**src/rtl/tjmono_hit_assembler.sv**
```systemverilog
// Rebuilds TJ-Monopix hits from the four-word FIFO groups tagged 00/01/10/11.
// The output register loads 1 clock after the terminator pop. A stalled output blocks further FIFO pops.
module tjmono_hit_assembler #(
  parameter logic [1:0] IDENTYFIER = 2'b00,
  parameter int         CNT_WIDTH  = 16
) (
  input  logic                 BUS_CLK,
  input  logic                 RST,
  input  logic                 EN,
  input  logic                 FIFO_EMPTY,
  input  logic [31:0]          FIFO_DATA,
  output logic                 FIFO_READ,
  output logic                 HIT_VALID,
  input  logic                 HIT_READY,
  output logic [5:0]           HIT_COL,
  output logic [8:0]           HIT_ROW,
  output logic [5:0]           HIT_TE,
  output logic [5:0]           HIT_LE,
  output logic                 HIT_NOISE,
  output logic [51:0]          HIT_TS,
  output logic [3:0]           HIT_TOKCNT,
  output logic [CNT_WIDTH-1:0] HIT_CNT,
  output logic [7:0]           SEQ_ERR_CNT,
  output logic [7:0]           ID_ERR_CNT
);

  // The state encoding equals the tag that is expected next.
  localparam logic [1:0] EXP0 = 2'd0;
  localparam logic [1:0] EXP1 = 2'd1;
  localparam logic [1:0] EXP2 = 2'd2;
  localparam logic [1:0] EXP3 = 2'd3;

  logic [1:0]           state_q, state_d;
  logic [83:0]          w_q, w_d;
  logic [83:0]          rec_q, rec_d;
  logic                 hit_vld_q, hit_vld_d;
  logic [CNT_WIDTH-1:0] hit_cnt_q, hit_cnt_d;
  logic [7:0]           seq_err_q, seq_err_d;
  logic [7:0]           id_err_q, id_err_d;

  logic        pop;
  logic        load;
  logic [1:0]  tag;
  logic [27:0] pay;
  logic        id_ok;

  assign tag   = FIFO_DATA[29:28];
  assign pay   = FIFO_DATA[27:0];
  assign id_ok = (FIFO_DATA[31:30] == IDENTYFIER);
  assign pop   = EN & ~FIFO_EMPTY & ~(hit_vld_q & ~HIT_READY) & ~RST;

  always_comb begin
    state_d   = state_q;
    w_d       = w_q;
    load      = 1'b0;
    seq_err_d = seq_err_q;
    id_err_d  = id_err_q;
    if (pop) begin
      if (!id_ok) begin
        if (id_err_q != 8'hFF) id_err_d = id_err_q + 8'd1;
      end else if (tag == state_q) begin
        state_d = state_q + 2'd1;
        case (tag)
          EXP0:    w_d[27:0]  = pay;
          EXP1:    w_d[55:28] = pay;
          EXP2:    w_d[83:56] = pay;
          default: begin
            load = 1'b1;
            w_d  = '0;
          end
        endcase
      end else begin
        // A misplaced tag-00 word is kept as the start of a new group.
        if (seq_err_q != 8'hFF) seq_err_d = seq_err_q + 8'd1;
        w_d = '0;
        if (tag == EXP0) begin
          w_d[27:0] = pay;
          state_d   = EXP1;
        end else begin
          state_d = EXP0;
        end
      end
    end
  end

  always_comb begin
    hit_vld_d = load | (hit_vld_q & ~HIT_READY);
    rec_d     = load ? w_q : rec_q;
    hit_cnt_d = hit_cnt_q + {{(CNT_WIDTH-1){1'b0}}, load};
  end

  always_ff @(posedge BUS_CLK) begin
    if (RST) begin
      state_q   <= EXP0;
      w_q       <= '0;
      rec_q     <= '0;
      hit_vld_q <= 1'b0;
      hit_cnt_q <= '0;
      seq_err_q <= '0;
      id_err_q  <= '0;
    end else begin
      state_q   <= state_d;
      w_q       <= w_d;
      rec_q     <= rec_d;
      hit_vld_q <= hit_vld_d;
      hit_cnt_q <= hit_cnt_d;
      seq_err_q <= seq_err_d;
      id_err_q  <= id_err_d;
    end
  end

  assign FIFO_READ   = pop;
  assign HIT_VALID   = hit_vld_q;
  assign HIT_COL     = rec_q[5:0];
  assign HIT_ROW     = rec_q[14:6];
  assign HIT_TE      = rec_q[20:15];
  assign HIT_LE      = rec_q[26:21];
  assign HIT_NOISE   = rec_q[27];
  assign HIT_TS      = rec_q[79:28];
  assign HIT_TOKCNT  = rec_q[83:80];
  assign HIT_CNT     = hit_cnt_q;
  assign SEQ_ERR_CNT = seq_err_q;
  assign ID_ERR_CNT  = id_err_q;

endmodule

```
**config.mk**
```make
export PLATFORM = sky130hd
export DESIGN_NAME = tjmono_hit_assembler
export DESIGN_NICKNAME = d
export VERILOG_FILES = /design/src/rtl/tjmono_hit_assembler.sv
export SDC_FILE = /design/constraint.sdc
export NUM_CORES = 1
export LEC_CHECK = 0
export CORE_MARGIN = 2
export CORE_UTILIZATION = 34
export DETAILED_ROUTE_END_ITERATION = 10
export SLEW_MARGIN = 5
export SYNTH_ARGS = -nofsm -noshare
export SYNTH_HDL_FRONTEND = slang
export SYNTH_SLANG_ARGS = --single-unit
```
**constraint.sdc**
```tcl
create_clock -name BUS_CLK -period 2.85 [get_ports BUS_CLK]
set_input_delay 0.57 -clock BUS_CLK [delete_from_list [all_inputs] [get_ports BUS_CLK]]
set_output_delay 0.57 -clock BUS_CLK [all_outputs]
set_load 0.01 [all_outputs]
```
## Word level (Yosys, flattened, before mapping)

Cells that the tools add are included.

- Add/subtract/negate cells: 4
- Eq/ne operators: 8
- Multiplexer cells: 11
- Bitwise logic cells: 11
- Reductions and logical operators: 12

Operator list:

| kind | count |
|---|---|
| $pmux 28 s2 | 3 |
| $mux 84 | 1 |
| $mux 28 | 1 |
| $add 16x1->16 | 1 |
| $add 8x1->8 const B | 2 |
| $ne 8x8->1 const B | 2 |
| $reduce_and 3->1 | 4 |
| $ne 2x2->1 const B | 3 |
| $not 1->1 | 6 |
| $reduce_or 2->1 | 3 |
| $mux 1 | 5 |
| $and 1x1->1 | 4 |
| $logic_not 2->1 | 2 |
| $reduce_and 4->1 | 1 |
| $reduce_or 3->1 | 1 |
| $add 2x1->2 const B | 1 |
| $eq 2x1->1 const B | 1 |
| $eq 2x2->1 | 1 |
| $eq 2x2->1 const B | 1 |
| $mux 2 | 1 |
| $reduce_and 2->1 | 1 |
| $or 1x1->1 | 1 |

- Bits in registers: 203
- Input bits: 37
- Output and inout port bits: 118
- Logic and storage cells: 55

## Longest topological paths before layout

Gate-level depths: netlist of the first run.

- Depth after elaboration: 7
- Depth in mapped cells: 11
- Gate-level depth less buffers: 9

## Worst setup path before layout of the first run

Ideal clock, no wire load.

- Path type: in2reg
- Start: in RST
- End: reg hit_cnt_q[14], in the netlist HIT_CNT[14]
- Library setup time: 0.128 ns
- Arrival time: 2.319 ns
- Data required time: 2.722 ns
- Path slack: 0.404 ns
- Cell stages on the path: 11
- Path buffers: 2
- Cells stage by stage: buf_6 > nor3b_4 > and3_1 > buf_4 > and3_1 > ha_1 > ha_1 > nand2_1 > nor4_1 > xnor2_1 > nor2_1

- Longest elaborated chain between the ends: 4

Ends and longest elaborated chain:

| what | line | RTL |
|---|---|---|
| from (decl) | 8 | `input logic RST,` |
| $not 1->1 | 50 | `assign pop = EN & ~FIFO_EMPTY & ~(hit_vld_q & ~HIT_READY) & ~RST;` |
| $and 1x1->1 | 50 |  |
| $mux 1 | 58 | `if (pop) begin` |
| via load | 42 | `logic load;` |
| $add 16x1->16 | 89 | `hit_cnt_d = hit_cnt_q + {{(CNT_WIDTH-1){1'b0}}, load};` |
| to (signal assigned) | 106 | `hit_cnt_q <= hit_cnt_d;` |
| to (decl) | 37 | `logic [CNT_WIDTH-1:0] hit_cnt_q, hit_cnt_d;` |

The timed path passes the listed nets, and every way through them passes these cells.
A chain may end at the register's enable or synchronous reset.

## Worst setup path in the final report of the first run

- Start: in RST
- End: out FIFO_READ

- Longest elaborated chain between the ends: 2

Ends and longest elaborated chain:

| what | line | RTL |
|---|---|---|
| $not 1->1 | 50 |  |
| $and 1x1->1 | 50 |  |
| to (decl) | 12 | `output logic FIFO_READ,` |

No other way between the ends.

==> impl_results.md, run 1 <==
- Critical path class: input port to output pin
- RSZ-0062 raised after global routing: no
- Clk sinks: 203
- Initial antenna violation count: 1
- Root Driver: clkbuf_16
- RR Startpoint: state_q[0]
- Critical Path Most Common Cell: clkdlybuf4s50_1
- Post-synth top area cell: dfxtp_1
- IO Count: 155
- F_max: ~0.39 GHz
- Crit-path max cell delay: 0.53 ns
- Hold path depth: 2
- Worst Hold Class: flop to flop
- Filler cell count: 2365
- Max-Cap Viols: 0
- Net Sw Power: roughly 0.0013 W
- Asr flop ratio synth: 0%
- DRT iter0 DRCs: 266
- Cells after synthesis: 848
- Post-synthesis instance area: 0.00828 mm²
- Reg2reg setup slack: just over 0.8 ns
- Drt wl/cell: 15.1 µm
- Combinational share of power: 3.7%
- GPL Wtd Cong: between 0.7 and 0.8
- Status: complete, no violations
- Number of synthesized flops with an enable pin: 0
- Total Routed Length: between 20000 and 25000 µm
- FF-to-FF End: HIT_CNT[14]
- Syn nets: around 890
- First-pass GRT wire length: 32900 µm
- Setup bufs post-CTS: 0
- Chip width: 160 µm
- Worst Setup Start Kind: input port
- Vias after detailed routing: 6246
- Post-layout util: 45.4%
- Hold path endpoint: rec_q[77]
- # H-tree levels: 1
- Antenna viol nets, final: 0
- Port bufs: 154
- Clock Tree Buf Depth: 3
- Post-CTS Hold Buffers: 0
- Worst EP required: about 2.3 ns
- Max Clock Skew: approximately 0.014 ns
- Vias per cell: between 4 and 5
- Slew Limit Headroom: between 60% and 70%
- Synth-to-layout area growth: 32.3%
- Diodes inserted: 0
- Pwr/cell area: between 500 and 600 mW/mm²
- CP arrival: ~2.0 ns
- Final-stage net count: 1043
- Setup Viol. Count Final: 0
- YS warnings: 0
- Worst IR Drop VDD: 0.000382 V
- Multi-input gate area: 0.00379 mm²
- Synth area leaders: dfxtp_1 (49%), mux2i_1 (20%), nand2_1 (12%), buf_12 (1.9%), ha_1 (1.4%)
- Hold Startpoint: rec_q[77]
- Critical-path cell list: clkdlybuf4s50_1, nor3b_4, buf_4, and2_1, clkdlybuf4s50_1
- Worst-Margin Slew: 0.589 ns
- Switch share: 21.3%
- Layout cells sized above 1: between 8 and 9%
- Critical path's slowest cell: clkdlybuf4s50_1
- Reg2Reg Depth: 9
- Seq/Total Area, Yosys: 49.1%
- Final hold viol count: 0
- Crit path max fanout: 3
- Yosys reg bits: 203
- Overall routing resource usage: 15.6%
- Die H: between 150 and 200 µm
- Reg clk slew, reported paths: 0.06 ns
- FF/Latch Area: 0.00406 mm²
- Num CTS Buffers: 23
- Period utilization: 91.0%
- Syn_area_per_cell: 9.76 µm²
- Post-cts gate resize count: 0
- Vias in the first global route: 6207
- Core area: 0.0241 mm²
- Initial Util: ~34%
- Power Total: 0.00625 W
- CTS tree: done
- Slew Limit Fails: 0
- First-pass iteration count of the detailed router: 4
- Worst-skew pair later-pin latency: 0.51 ns
- Rows: 57
- Die ar.: 0.0256 mm²
- DRC viols: 0
- Final HPWL DP: ~13000 µm
- Main synth FF type: dfxtp_1
- Largest net degree at the start of global routing: 70
- Part of the power in registers: a little under half
- Leak Pwr: a little under 4 nW
- P_int: 0.00492 W
- Yosys top cell area share: between 40% and 50%
- Min Tclk post-route: 2.59 ns
- Gr ovfl total: 0
- Netlist cell types: 50
- Hold_ws: roughly 0.45 ns
- Crit. End Element: output pin
- Clock power frac: 50.7%
state kept, by name (all words and copies together) (netlist names):
name and cells:
rec_q 84, w_q 84, HIT_CNT 16, ID_ERR_CNT 8, SEQ_ERR_CNT 8, state_q 2, HIT_VALID 1
power by group through the flow:
stage,Clock (W),Sequential [W],Combinational [W]
5_1_grt,0.00338,0.00284,0.000253
3_3_place_gp,0,0.00291,0.000236
2_1_floorplan,0,0.00291,0.000112
3_5_place_dp,0,0.00291,0.000235
4_1_cts,0.00326,0.00284,0.000237
6_report,0.00317,0.00285,0.000233
worst max path at each step:
| stage | from | end | slack [ns] |
|---|---|---|---|
| after floorplan | RST | HIT_CNT[14] | 0.40 |
| after CTS | RST | FIFO_READ | 0.23 |
| final | RST | FIFO_READ | 0.26 |
| after detailed placement | RST | HIT_CNT[14] | -0.006 |
| after global placement | RST | HIT_CNT[14] | 0.02 |
| after global routing | RST | FIFO_READ | 0.17 |
cells in the mapped netlist, drive strengths merged, types with 5 or more instances:
cell type,count
nand2,266
dfxtp,203
mux2i,169
clkbuf,28
buf,26
nor2,18
a21oi,15
nand3,15
ha,9
o21ai,8
xnor2,8
nor4,7
inv,6
nor2b,6
nor3,6
o31ai,5
o41ai,5
cell usage in the layout (no fill, tap or decap), types with 5 or more instances in the layout:
master / instances
a21oi_1: 13
buf_12: 9
buf_4: 15
clkbuf_16: 23
clkbuf_8: 5
clkdlybuf4s50_1: 154
clkinv_2: 6
dfxtp_1: 203
ha_1: 9
inv_1: 6
mux2i_1: 169
nand2_1: 266
nand3_1: 14
nor2_1: 17
nor2b_1: 6
nor3_1: 6
nor4_1: 5
o21ai_0: 8
o31ai_1: 5
o41ai_1: 5
xnor2_1: 8
metrics by stage:
stage / TNS, ns / worst slack [ns] / cells / instance area (µm²)
6_report: 0 / 0.257 / 1338 / 10900
4_1_cts: 0 / 0.235 / 1338 / 10900
3_5_place_dp: -0.00574 / -0.00574 / 1296 / 10100
3_3_place_gp: 0 / 0.0220 / 1296 / 10100
5_1_grt: 0 / 0.172 / 1338 / 10900
2_1_floorplan: 0 / 0.404 / 848 / 8280
worst max-delay path: cells and delay by family:
| kind | cells | cell delay (ns) |
|---|---|---|
| buf+inv | 3 | 1.14 |
| simple gates | 2 | 0.32 |
layout make-up:
cell class	count	share of cell area, %
multi-input combinational	584	34.6
sequential	203	37.1
clock inverter	13	1.61
tap	324	3.70
inverter	7	0.286
clock buffer	29	5.92
timing repair buffer	178	16.8
cells by family after synthesis:
logic type	synth area share, %
XOR/XNOR	1.45
buffers and inverters	5.43
flip-flops	49.1
AND/OR/NAND/NOR	18.5
multiplexers	20.6
AO/OA/AOI/OAI	3.55
adder cells (fa/ha/maj)	1.36
layer usage:
metal	vias to the layer above	wire (µm)	GRT usage (%)
met4	2	291	3.11
met2	143	9010	25.0
met3	28	1500	4.73
met1	2916	9380	20.9
li1	3157	-	-
met5	-	11	0
(Power assumes the default switching activity.)
==> inputs of run 2 (changes only) <==
Settings changed: CORE_MARGIN 2 to unset, SKIP_LAST_GASP set to 1.
==> impl_results.md, run 2 (same netlist as run 1, synthesis figures left out) <==
- Worst Setup Start Kind: input port
- Post-cts gate resize count: 0 (unchanged)
- Vias per cell: 4.69 (+0.50%)
- Part of the power in registers: 47.5% (+2.0 points)
- Gr ovfl total: 0 (unchanged)
- RSZ-0062 raised after global routing: no
- RR Startpoint: state_q[0]
- Post-CTS Hold Buffers: 0 (unchanged)
- Post-route setup TNS: 0 ns (unchanged)
- Core area: 0.0237 mm² (-1.8%)
- Slew Limit Fails: 0 (unchanged)
- Worst-skew pair later-pin latency: 0.50 ns (about the same)
- Commonest non-fill, non-tap cell in the layout: nand2_1
- Leak Pwr: 3.82 nW (-0.72%)
- Port bufs: 154 (unchanged)
- Rows: 56 (-1.8%)
- Final-stage net count: 1046 (+0.29%)
- CTS tree: done
- Final HPWL DP: 13300 µm (+1.3%)
- Overall routing resource usage: 16.0% (+0.43 points)
- Total Routed Length: 20100 µm (-0.33%)
- Critical path class: input port to output pin
- # H-tree levels: 1 (unchanged)
- Worst-Margin Slew: 0.813 ns (+0.223 ns)
- Min Tclk post-route: 2.54 ns (-0.0553 ns)
- Max-Cap Viols: 0 (unchanged)
- DP Worst Slack: 0.00723 ns (+0.0130 ns)
- Worst IR Drop VDD: 0.000316 V (-17%)
- Die H: 158 µm (-1.2%)
- Filler cell count: 2333 (-1.4%)
- Worst Hold Class: flop to flop
- Multi-input gate area: 0.00379 mm² (unchanged)
- First-pass iteration count of the detailed router: 5 (+1)
- Period utilization: 89.0% (-1.9 points)
- Drt wl/cell: 15.1 µm (-0.18%)
- Switch share: 22.0% (+0.67 points)
- Reg clk slew, reported paths: 0.06 ns (about the same)
- Status: complete, no violations
- Vias in the first global route: 6112 (-1.5%)
- Slew Limit Headroom: 45.8% (-15 points)
- Crit path max fanout: 4 (+1)
- Antenna viol nets, final: 0 (unchanged)
- Initial Util: 35.0% (+0.61 points)
- FF/Latch Area: 0.00406 mm² (unchanged)
- DRT iter0 DRCs: 315 (+18%)
- Setup crit start: RST
- CP arrival: 1.97 ns (-0.05 ns)
- Vias after detailed routing: 6268 (+0.35%)
- Diodes inserted: 0 (unchanged)
- Die ar.: 0.0250 mm² (-2.5%)
- Pwr/cell area: 552 mW/mm² (-3.3%)
- Clk sinks: 203 (unchanged)
- Setup Viol. Count Final: 0 (unchanged)
- P_int: 0.00467 W (-5.0%)
- Post-Layout Cell Count: 1336 (-0.15%)
- Clock power frac: 48.7% (-2.0 points)
- Post-layout util: 45.8% (+0.43 points)
- Net Sw Power: 0.00132 W (-1.1%)
- Worst EP required: 2.28 ns (about the same)
- Largest net degree at the start of global routing: 169 (+140%)
- Initial antenna violation count: 0 (-1)
- GPL Wtd Cong: 0.765 (+2.2%)
- Num CTS Buffers: 23 (unchanged)
- F_max: 0.394 GHz (+2.2%)
- Final hold viol count: 0 (unchanged)
- Clock Tree Buf Depth: 3 (unchanged)
- Crit. End Element: output pin
- Root Driver: clkbuf_16
- Layout cells sized above 1: 8.36% (-0.025 points)
- Hold Startpoint: rec_q[76]
- Max Clock Skew: 0.0145 ns (+0.000284 ns)
- Synth-to-layout area growth: 31.2%
- Placed cells: 1294 (-0.15%)
- Chip width: 158 µm (-1.2%)
- Setup bufs post-CTS: 0 (unchanged)
- Commonest cells after routing, fill and taps aside: nand2_1 (266), dfxtp_1 (203), mux2i_1 (169)
- Final setup margin: 0.312 ns (+0.0553 ns)
- First-pass GRT wire length: 32000 µm (-2.8%)
- IO Count: 155 (unchanged)
- Combinational share of power: 3.8% (about the same)
- DRC viols: 0 (unchanged)
## run 2: layout make-up
type                       count  area share (%)
sequential                   203            37.4
multi-input combinational    584            34.9
timing repair buffer         181            16.8
clock buffer                  33            6.20
tap                          319            3.68
clock inverter                 9           0.749
inverter                       7           0.288
## run 2: power groups by stage
stage                     combinational [W]  clock (W)  sequential (W)
after floorplan                    0.000112          0         0.00291
after global placement             0.000227          0         0.00291
after detailed placement           0.000227          0         0.00291
after CTS                          0.000228    0.00301         0.00284
after global routing               0.000243    0.00313         0.00284
final                              0.000225    0.00292         0.00285
## run 2: final timing paths
| check | end | slack (ns) | cells past startpoint |
|---|---|---|---|
| worst max-delay path | FIFO_READ | 0.31 | 4 |
| worst min-delay path | rec_q[76] | 0.46 | 2 |
| worst max register to register | HIT_CNT[8] | 0.88 | 10 |
| worst min register to register | rec_q[76] | 0.46 | 2 |
## run 2: per-stage QoR
stage          area [µm²]  power, W  hold slack [ns]
5_1_grt             10900   0.00622            0.469
6_report            10900   0.00599            0.457
2_1_floorplan        8280   0.00302            0.442
3_3_place_gp        10100   0.00314            0.443
4_1_cts             10900   0.00609            0.460
3_5_place_dp        10100   0.00314            0.446
## run 2: worst max-delay path: stages
cell and delay [ns]:
clkdlybuf4s50_1 0.47, nor3b_4 0.25, and2_1 0.16, clkdlybuf4s50_1 0.53
## run 2: metal layers
metal | up-vias | track usage [%] | wire length (µm)
met5 | - | 0 | 0
met4 | 0 | 3.57 | 254
met3 | 25 | 3.75 | 1300
met2 | 150 | 26.0 | 9060
met1 | 2932 | 21.5 | 9500
li1 | 3161 | - | -
==> inputs of run 3 (changes only) <==
Settings changed: CORE_MARGIN set to 2, PLACE_DENSITY set to 0.57.
==> impl_results.md, run 3 (same netlist as run 1, synthesis figures left out) <==
- Die H: 160 µm (+1.3%)
- Crit-path max cell delay: 0.53 ns (about the same)
- Largest net degree at the start of global routing: 55 (-67%)
- Vias after detailed routing: 6284 (+0.26%)
- Gr ovfl total: 0 (unchanged)
- Hold path depth: 2 (unchanged)
- Commonest non-fill, non-tap cell in the layout: nand2_1
- Status: complete, no violations
- Setup bufs post-CTS: 0 (unchanged)
- Critical Path Most Common Cell: clkdlybuf4s50_1
- Final HPWL DP: 13800 µm (+3.9%)
- First-pass iteration count of the detailed router: 5 (unchanged)
- Root Driver: clkbuf_16
- Critical path class: input port to output pin
- F_max: 0.403 GHz (+2.2%)
- DRC viols: 0 (unchanged)
- Filler cell count: 2355 (+0.94%)
- Crit. End Element: output pin
- Layout cells sized above 1: 8.73% (+0.38 points)
- Period utilization: 87.1% (-1.9 points)
- CP arrival: 1.91 ns (-0.06 ns)
- GPL Wtd Cong: 0.803 (+4.9%)
- Post-CTS Hold Buffers: 0 (unchanged)
- Worst-Margin Slew: 0.581 ns (-0.231 ns)
- Buffers plus inverters on the worst setup path: 2 (unchanged)
- Commonest cells after routing, fill and taps aside: nand2_1 (266), dfxtp_1 (203), mux2i_1 (169)
- Total Routed Length: 20700 µm (+2.7%)
- Overall routing resource usage: 15.8% (-0.22 points)
- CP top delay family: buffers and inverters
- Setup Viol. Count Final: 0 (unchanged)
- Worst IR Drop VDD: 0.000356 V (+13%)
- First-pass GRT wire length: 32900 µm (+2.8%)
- RSZ-0062 raised after global routing: no
- Reg2reg setup slack: 0.84 ns (-0.04 ns)
- CTS tree: done
- Worst EP required: 2.28 ns (about the same)
- Worst Setup Start Kind: input port
- Post-layout util: 45.4% (-0.43 points)
- Antenna viol nets, final: 0 (unchanged)
- Slew Limit Fails: 0 (unchanged)
- Clk sinks: 203 (unchanged)
- Initial Util: 34.3% (-0.61 points)
- Core area: 0.0241 mm² (+1.8%)
- Leak Pwr: 3.86 nW (+0.86%)
- Chip width: 160 µm (+1.3%)
- Vias in the first global route: 6028 (-1.4%)
- Min Tclk post-route: 2.48 ns (-0.0545 ns)
- IO Count: 155 (unchanged)
- Reg2Reg Depth: 9 (-1)
- Post-route setup TNS: 0 ns (unchanged)
- Worst Hold Class: flop to flop
- DRT iter0 DRCs: 320 (+1.6%)
- RR Startpoint: state_q[0]
- Vias per cell: 4.68 (-0.34%)
- Power Total: 0.00616 W (+2.8%)
- Final-stage net count: 1049 (+0.29%)
- # H-tree levels: 1 (unchanged)
- Port bufs: 154 (unchanged)
- Reg clk slew, reported paths: 0.05 ns (about the same)
- Worst-skew pair later-pin latency: 0.50 ns (about the same)
- Drt wl/cell: 15.4 µm (+2.1%)
- Max-Cap Viols: 0 (unchanged)
- Clock Tree Buf Depth: 3 (unchanged)
- Rows: 57 (+1.8%)
- Synth-to-layout area growth: 32.2%
- Pwr/cell area: 562 mW/mm² (+2.0%)
- Die ar.: 0.0256 mm² (+2.5%)
- Post-cts gate resize count: 0 (unchanged)
- Initial antenna violation count: 1 (+1)
- Hold Startpoint: rec_q[36]
- Critical-path cell list: clkdlybuf4s50_1, nor3b_4, and2_1, clkdlybuf4s50_1
- Num CTS Buffers: 24 (+4.3%)
- Critical path's slowest cell: clkdlybuf4s50_1
- Slew Limit Headroom: 61.1% (+15 points)
- FF-to-FF End: HIT_CNT[6]
- Max Clock Skew: 0.0120 ns (-0.00251 ns)
- Final hold viol count: 0 (unchanged)
- Hold path endpoint: rec_q[36]
- Crit path max fanout: 4 (unchanged)
==> run 3: layer usage <==
layer | wire length, µm | up-vias | global-route usage [%]
met5 | 0 | - | 0
met2 | 9540 | 154 | 26.1
met1 | 9270 | 2938 | 20.4
met4 | 358 | 0 | 3.89
met3 | 1480 | 23 | 4.62
li1 | - | 3169 | -
==> run 3: cell type report <==
cell class              instances  area (µm²)  area share (%)
diodes                          1        2.50          0.0229
clock buffers                  37         761            6.95
clock inverters                 5        52.6           0.480
inverters                       7        31.3           0.286
multi-input cells             584        3790            34.6
flip-flops and latches        203        4060            37.1
well taps                     324         405            3.70
repair buffers                183        1840            16.8
==> run 3: worst max-delay path by stage <==
stage	cells after the start	from	slack (ns)	end
finish	4	EN	0.37	FIFO_READ
global route	4	EN	0.32	FIFO_READ
CTS	4	EN	0.36	FIFO_READ
detailed placement	10	EN	0.007	HIT_CNT[6]
global placement	10	EN	0.03	HIT_CNT[14]
floorplan	11	RST	0.40	HIT_CNT[14]
==> run 3: tightest hold or removal path, delay by kind of cell (launching register included) <==
kind             cells  cell delay [ns]
DFF                  1             0.31
muxes                1             0.05
and+or+nand+nor      1             0.05
==> run 3: metrics by stage <==
step / instances / hold WS (ns) / instance area [µm²] / setup WS (ns)
finish: 1344 / 0.455 / 10900 / 0.367
global route: 1343 / 0.473 / 10900 / 0.320
CTS: 1343 / 0.458 / 10900 / 0.357
detailed placement: 1301 / 0.445 / 10100 / 0.00666
global placement: 1301 / 0.444 / 10100 / 0.0291
floorplan: 848 / 0.442 / 8280 / 0.404
==> run 3: power by group <==
part / switching [W] / leakage [nW] / total, W / internal [W]
combinational: 0.000137 / 1.82 / 0.000233 / 0.0000960
clock: 0.00116 / 0.402 / 0.00308 / 0.00191
sequential: 0.00000296 / 1.63 / 0.00285 / 0.00284
total: 0.00130 / 3.86 / 0.00616 / 0.00485
